--- config.mk ---
export PLATFORM = sky130hd
export DESIGN_NAME = mdbrot_fixed_renderer
export DESIGN_NICKNAME = d
export VERILOG_FILES = /design/src/rtl/mdbrot_pkg.sv /design/src/rtl/mdbrot_iter_core.sv /design/src/rtl/mdbrot_fixed_renderer.sv
export SDC_FILE = /design/constraint.sdc
export NUM_CORES = 2
export LEC_CHECK = 0
export BUFFER_PORTS_ARGS = -buffer_cell sky130_fd_sc_hd__buf_2
export CAP_MARGIN = 30
export CORE_MARGIN = 10
export CORE_UTILIZATION = 60
export CTS_BUF_LIST = sky130_fd_sc_hd__clkbuf_8 sky130_fd_sc_hd__clkbuf_16
export DETAILED_ROUTE_END_ITERATION = 8
export PLACE_DENSITY = 0.85
export SYNTH_ARGS = -nofsm -noshare
export SYNTH_HDL_FRONTEND = slang
export SYNTH_SLANG_ARGS = --single-unit
--- constraint.sdc ---
create_clock -name clk -period 12.65 [get_ports clk]
set_clock_uncertainty 0.2 [all_clocks]
set_input_delay 2.53 -clock clk [delete_from_list [all_inputs] [get_ports clk]]
set_output_delay 2.53 -clock clk [all_outputs]
set_load 0.05 [all_outputs]
--- src/rtl/mdbrot_pkg.sv ---
// Shared types and fixed-point helpers for the escape-time Mandelbrot renderer.
package mdbrot_pkg;

  typedef enum logic [2:0] {
    S_IDLE,
    S_INIT,
    S_ITER,
    S_EMIT,
    S_DONE
  } state_t;

  // 4.0 expressed with 'frac' fractional bits.
  function automatic longint FOUR_FX(input int frac);
    return longint'(4) << frac;
  endfunction

  // Points that hit the iteration limit are painted 0; escapees use the iteration count.
  function automatic logic [31:0] colour_of(input logic [31:0] iter, input logic [31:0] max_iter);
    return (iter == max_iter) ? 32'd0 : iter;
  endfunction

endpackage

--- src/rtl/mdbrot_iter_core.sv ---
// One z <- z^2 + c step in signed Q4.FRAC, plus the |z|^2 > 4 escape test on the current z.
module mdbrot_iter_core
  import mdbrot_pkg::*;
#(
  parameter int FRAC = 12
) (
  input  logic [FRAC+3:0] zr,
  input  logic [FRAC+3:0] zi,
  input  logic [FRAC+3:0] cr,
  input  logic [FRAC+3:0] ci,
  output logic [FRAC+3:0] zr_next,
  output logic [FRAC+3:0] zi_next,
  output logic            escape
);

  localparam int DW = FRAC + 4;
  localparam int PW = 2 * DW;
  localparam int SW = PW + 1;
  localparam logic signed [SW-1:0] FOUR = SW'(FOUR_FX(FRAC));

  logic signed [PW-1:0] zr_w, zi_w;
  logic signed [PW-1:0] zr2, zi2, zrzi;
  logic signed [SW-1:0] mag;

  assign zr_w = PW'($signed(zr));
  assign zi_w = PW'($signed(zi));

  assign zr2  = (zr_w * zr_w) >>> FRAC;
  assign zi2  = (zi_w * zi_w) >>> FRAC;
  assign zrzi = (zr_w * zi_w) >>> FRAC;

  // Escape uses the full-width sum so large |z| cannot wrap below the threshold.
  assign mag    = SW'(zr2) + SW'(zi2);
  assign escape = (mag > FOUR);

  assign zr_next = DW'(zr2 - zi2) + cr;
  assign zi_next = DW'(zrzi <<< 1) + ci;

endmodule

--- src/rtl/mdbrot_fixed_renderer.sv ---
// Raster-walking Mandelbrot renderer: one iteration per clock, one pixel per valid/ready transfer.
module mdbrot_fixed_renderer
  import mdbrot_pkg::*;
#(
  parameter int H_RES  = 160,
  parameter int V_RES  = 120,
  parameter int X_W    = 8,
  parameter int Y_W    = 7,
  parameter int FRAC   = 12,
  parameter int ITER_W = 13,
  parameter int COL_W  = 3
) (
  input  logic                    clk,
  input  logic                    rst,
  input  logic                    start,
  input  logic [ITER_W-1:0]       max_iter,
  input  logic signed [FRAC+3:0]  cx0,
  input  logic signed [FRAC+3:0]  cy0,
  input  logic [FRAC+3:0]         step,
  input  logic                    vga_ready,
  output logic [X_W-1:0]          vga_x,
  output logic [Y_W-1:0]          vga_y,
  output logic [COL_W-1:0]        vga_colour,
  output logic                    vga_plot,
  output logic                    busy,
  output logic                    done
);

  localparam int DW = FRAC + 4;
  localparam logic [X_W-1:0] X_LAST = X_W'(H_RES - 1);
  localparam logic [Y_W-1:0] Y_LAST = Y_W'(V_RES - 1);

  // Handshake: a pixel transfers on any cycle with vga_plot & vga_ready; vga_plot and
  // x/y/colour hold steady until then, and vga_ready is ignored outside EMIT.
  state_t state, state_next;

  logic [X_W-1:0]    x;
  logic [Y_W-1:0]    y;
  logic [DW-1:0]     cr, ci, cx0_q, step_q;
  logic [DW-1:0]     zr, zi, zr_next, zi_next;
  logic [ITER_W-1:0] iter, max_q;
  logic [COL_W-1:0]  colour_q, colour_now;
  logic              escape, at_max, xfer;

  assign at_max     = (iter == max_q);
  assign colour_now = COL_W'(colour_of(32'(iter), 32'(max_q)));
  assign xfer       = (state == S_EMIT) && vga_ready;

  mdbrot_iter_core #(.FRAC(FRAC)) u_core (
    .zr      (zr),
    .zi      (zi),
    .cr      (cr),
    .ci      (ci),
    .zr_next (zr_next),
    .zi_next (zi_next),
    .escape  (escape)
  );

  always_ff @(posedge clk or posedge rst) begin
    if (rst) state <= S_IDLE;
    else     state <= state_next;
  end

  always_comb begin
    state_next = state;
    case (state)
      S_IDLE: if (start) state_next = S_INIT;
      S_INIT: state_next = S_ITER;
      S_ITER: if (at_max || escape) state_next = S_EMIT;
      S_EMIT: begin
        if (vga_ready) begin
          if (x < X_LAST || y < Y_LAST) state_next = S_INIT;
          else                          state_next = S_DONE;
        end
      end
      S_DONE:  state_next = S_IDLE;
      default: state_next = S_IDLE;
    endcase
  end

  always_ff @(posedge clk or posedge rst) begin
    if (rst) begin
      x        <= '0;
      y        <= '0;
      cr       <= '0;
      ci       <= '0;
      cx0_q    <= '0;
      step_q   <= '0;
      zr       <= '0;
      zi       <= '0;
      iter     <= '0;
      max_q    <= '0;
      colour_q <= '0;
    end else begin
      case (state)
        S_IDLE: begin
          if (start) begin
            max_q  <= max_iter;
            cx0_q  <= cx0;
            step_q <= step;
            x      <= '0;
            y      <= '0;
            cr     <= cx0;
            ci     <= cy0;
          end
        end
        S_INIT: begin
          zr   <= '0;
          zi   <= '0;
          iter <= '0;
        end
        S_ITER: begin
          // The limit check wins over escape, so a limit hit always paints 0.
          if (at_max || escape) begin
            colour_q <= colour_now;
          end else begin
            zr   <= zr_next;
            zi   <= zi_next;
            iter <= iter + 1'b1;
          end
        end
        S_EMIT: begin
          if (xfer) begin
            if (x < X_LAST) begin
              x  <= x + 1'b1;
              cr <= cr + step_q;
            end else if (y < Y_LAST) begin
              x  <= '0;
              y  <= y + 1'b1;
              cr <= cx0_q;
              ci <= ci + step_q;
            end
          end
        end
        default: ;
      endcase
    end
  end

  assign vga_plot   = (state == S_EMIT);
  assign vga_x      = vga_plot ? x : '0;
  assign vga_y      = vga_plot ? y : '0;
  assign vga_colour = vga_plot ? colour_q : '0;
  assign busy       = (state != S_IDLE);
  assign done       = (state == S_DONE);

endmodule
==> impl_summary.txt <==
----------------------------------------------------
[Status]
  Outcome ... completed

[Worst setup path]
  Sort of element at the start of the critical path ... register
  Max stage delay cell, worst path ... sky130_fd_sc_hd__dfrtp_1
  Longest individual stage delay on the worst path ... 770 ps
  Max Fanout on Critical Path ... 36
  Critical Setup Path Class ... reg2reg
  Crit path arrival time ... roughly 12,000 ps
  Worst Path Required ... between 10,000 and 15,000 ps
  Endpoint kind of the worst setup timing path ... register
  Cell repeated most along the worst path ... sky130_fd_sc_hd__fa_1

[Logic synthesis]
  Synthesized area ... 0.0351 mm^2
  Number of warnings issued by yosys ... 0
  Distinct cell type count after synthesis ... 69
  Number of synthesized register bits ... 143
  Primary flip-flop cell chosen by synthesis mapping ... sky130_fd_sc_hd__dfrtp_1
  Seq/Total Area, Yosys ... 0.102
  Mean area per synthesized cell ... between 9 and 10 um^2
  Async set-or-reset flop fraction in the synthesized netlist ... 1.00
  Number of enable flip-flop cells after synthesis ... 0
  Syn Inst Count ... 3,869
  Post-synth net total ... 4,972

[Clocking]
  CTS tree ... yes
  Post-CTS repair timing setup buffer count ... 0
  Hold Buf Count CTS ... 0
  Inserted Clock Buffers ... 17
  Clock insertion delay at the later pin of the skew report ... roughly 460 ps
  Clock Root Buffer ... sky130_fd_sc_hd__clkbuf_16
  Max Buffers Root-to-Sink ... 2
  Count of clock tree sinks ... around 140
  Maximum level of the CTS H-tree ... 4
  Clock-pin slew reported for the worst setup and hold paths after clock tree synthesis ... roughly 80 ps
  Resized cells post-CTS ... 0

[Cells and area]
  Final standard cell area without fillers ... 0.0369 mm^2
  Final Instance Count excl. Fillers ... 4,654
  Number of fill cells in the layout ... 4,458
  Number of diodes ... 0
  Share of post-route cells with drive strength above 1 ... 0.0604
  Final #Nets ... 4,979
  Syn-to-layout area delta ... 5.17%

[Placed design]
  Post-DP HPWL ... 68.7 mm
  Count of port buffers added during placement ... 85
  DP Worst Slack ... 1440 ps
  Post-placement cell area ... 0.0364 mm^2
  RePlAce Congestion ... around 0.96
  Number of placed instances, taps included ... 4,622

[GRT]
  Number of antenna violations at the first check in global routing ... 0
  First-pass GRT wire length ... about 140 mm
  Aggregate global-route resource usage ... 0.264
  Vias in the first global route ... 28,792
  Maximum number of pins on one net before global-route repair ... 84
  Grt ovf ... 0

[STA]
  Crit path setup slack, layout ... 1180 ps
  Total Negative Setup Slacks ... 0 ps
  Fraction of the cycle the final worst path needs ... 0.907
  Count of final max-slew check failures ... 0
  Tmin final ... around 11,000 ps
  F_max ... about 87 MHz
  Worst slew margin relative to its limit ... 0.349
  Endpoints failing setup ... 0
  Transition time at the pin with the least slew margin ... around 980 ps
  Hold Vio Cnt, Final ... 0
  Setup repair after global routing missed its margin ... no

[Die]
  DIE HEIGHT ... 262 um
  Site row count ... 88
  Area of the die ... about 0.07 mm^2
  Starting Density ... 0.608
  Boundary Pins ... 86
  Die Width ... 262 um
  Core ar. ... 0.0578 mm^2

[Route]
  DR DRC count ... 0
  Number of DRC markers in iteration 0 ... 2,317
  Detailed-route via count ... 26,305
  Routed via count divided by cell count ... 5.65
  Antenna Violating Nets Remaining ... 0
  WL final ... between 80 and 90 mm
  Wire per inst ... 18.5 um
  Detailed Routing Iterations Pass 1 ... 5

[Flow run]
  Number of max-capacitance violations reported ... 0

[Min path]
  Worst hold path class ... reg2reg

----------------------------------------------------
-- registers in the layout, summed over array words and instances, names as in the netlist, 13 cells and up --
register,count
zi,16
cr,16
iter,13
ci,16
step_q,16
zr,16
cx0_q,16
max_q,13
-- routing by layer --
metal  global-route usage  share of wire  up-vias
li1                     -              -    11666
met1                0.317           0.36    13151
met2                0.445           0.49     1192
met3               0.0528          0.090      296
met4                0.141          0.061        0
met5                    0              0        -
-- cell type report --
cell class                 count  area [um^2]  area share
clock buffer                  17          425      0.0115
clock inverter                15          164     0.00444
inverter                    1001         3760       0.102
multi-input combinational   2580        27300       0.738
sequential                   143         3580      0.0969
tap                          765          957      0.0259
timing repair buffer         133          806      0.0218
-- synthesized netlist by cell type (3+ instances only) --
library cell                number  area, um^2
sky130_fd_sc_hd__o31a_1          4        35.0
sky130_fd_sc_hd__nor4_1          4        25.0
sky130_fd_sc_hd__fa_1          707       14200
sky130_fd_sc_hd__a31oi_1        18         113
sky130_fd_sc_hd__and3_1         16         100
sky130_fd_sc_hd__or4_1           5        37.5
sky130_fd_sc_hd__nand2b_1       28         175
sky130_fd_sc_hd__a21boi_0        6        45.0
sky130_fd_sc_hd__o311ai_0        5        43.8
sky130_fd_sc_hd__ha_1          331        4140
sky130_fd_sc_hd__o21bai_1       17         128
sky130_fd_sc_hd__a21o_1         38         285
sky130_fd_sc_hd__buf_2           3        15.0
sky130_fd_sc_hd__a41oi_1         3        26.3
sky130_fd_sc_hd__nand4_1        18         113
sky130_fd_sc_hd__inv_2           4        15.0
sky130_fd_sc_hd__a21oi_1        98         490
sky130_fd_sc_hd__nor2_1        203         762
sky130_fd_sc_hd__mux2i_1         8        80.1
sky130_fd_sc_hd__nor3_1         30         150
sky130_fd_sc_hd__xnor2_1       124        1090
sky130_fd_sc_hd__clkbuf_1      133         499
sky130_fd_sc_hd__or2_2           5        31.3
sky130_fd_sc_hd__nor2b_1        20         125
sky130_fd_sc_hd__a211o_1         4        35.0
sky130_fd_sc_hd__o31ai_1         9        67.6
sky130_fd_sc_hd__o21a_1         22         165
sky130_fd_sc_hd__xor2_1         54         473
sky130_fd_sc_hd__o21ai_1         3        15.0
sky130_fd_sc_hd__a211oi_1        6        45.0
sky130_fd_sc_hd__dfrtp_1       143        3580
sky130_fd_sc_hd__and2_1        151         945
sky130_fd_sc_hd__mux2_2         46         518
sky130_fd_sc_hd__or3_1           7        43.8
sky130_fd_sc_hd__nor3b_1         4        30.0
sky130_fd_sc_hd__clkinv_1        6        22.5
sky130_fd_sc_hd__o21ai_0       110         551
sky130_fd_sc_hd__inv_1         991        3720
sky130_fd_sc_hd__nand2_1       355        1330
sky130_fd_sc_hd__o211ai_1       28         210
sky130_fd_sc_hd__nand3_1        55         275
sky130_fd_sc_hd__a31o_2          5        43.8
sky130_fd_sc_hd__buf_1           9        33.8
sky130_fd_sc_hd__a2111oi_0       3        26.3
-- worst paths after layout --
check | slack [ps] | startpoint | to | cells after the start
worst max-delay path | 1180 | zi[3] | zi[15] | 37
worst min-delay path | 310 | cx0_q[2] | cx0_q[2] | 1
worst max register to register | 1180 | zi[3] | zi[15] | 37
worst min register to register | 310 | cx0_q[2] | cx0_q[2] | 1
max in group asynchronous | 8900 | rst | zi[1] | 3
min in group asynchronous | 2020 | rst | cx0_q[9] | 2
-- critical path: cells and delay by family, from the launching register on --
kind                     cells  cell delay [ps]
AND/OR/NAND/NOR              9             2290
XOR/XNOR                     1              130
AO/OA/AOI/OAI               13             3410
adder cells (fa/ha/maj)      8             3200
multiplexers                 1              310
flip-flops                   1              770
buffers and inverters        5              990
-- layout by cell type (no fill, tap or decap), types with 6 or more instances in the layout --
master	Yosys	layout
sky130_fd_sc_hd__mux2_2	46	46
sky130_fd_sc_hd__inv_1	991	990
sky130_fd_sc_hd__a21boi_0	6	6
sky130_fd_sc_hd__a211oi_1	6	6
sky130_fd_sc_hd__a21oi_1	98	98
sky130_fd_sc_hd__fa_1	707	707
sky130_fd_sc_hd__clkinv_1	6	6
sky130_fd_sc_hd__and3_1	16	16
sky130_fd_sc_hd__o21a_1	22	22
sky130_fd_sc_hd__buf_4	0	46
sky130_fd_sc_hd__o31ai_1	9	9
sky130_fd_sc_hd__clkbuf_16	0	17
sky130_fd_sc_hd__buf_2	3	85
sky130_fd_sc_hd__ha_1	331	331
sky130_fd_sc_hd__mux2i_1	8	8
sky130_fd_sc_hd__nor3_1	30	30
sky130_fd_sc_hd__nand3_1	55	55
sky130_fd_sc_hd__xnor2_1	124	124
sky130_fd_sc_hd__a31oi_1	18	18
sky130_fd_sc_hd__or3_1	7	7
sky130_fd_sc_hd__o21bai_1	17	17
sky130_fd_sc_hd__nand2b_1	28	28
sky130_fd_sc_hd__o21ai_0	110	110
sky130_fd_sc_hd__nor2b_1	20	20
sky130_fd_sc_hd__and2_1	151	150
sky130_fd_sc_hd__a21o_1	38	38
sky130_fd_sc_hd__nand2_1	355	354
sky130_fd_sc_hd__o211ai_1	28	28
sky130_fd_sc_hd__dfrtp_1	143	143
sky130_fd_sc_hd__xor2_1	54	54
sky130_fd_sc_hd__nand4_1	18	18
sky130_fd_sc_hd__nor2_1	203	202
-- per-stage QoR --
step | utilization | hold WS, ps
after global routing | 0.639 | 330
final | 0.639 | 310
after global placement | 0.628 | 285
after CTS | 0.639 | 310
after detailed placement | 0.629 | 295
after floorplan | - | 270
-- kinds of logic after synthesis --
group	count (synthesis)	synth area share
muxes	55	0.0175
adders and majority gates	1038	0.521
DFF	143	0.102
and+or+nand+nor	905	0.119
xor gates and xnor gates	179	0.0450
buffers and inverters	1146	0.123
AOI/OAI and AO/OA	403	0.0733
Power is left out: the tool's default activity adds up to more than one toggle a clock period on the data nets, which glitch-free logic cannot reach.
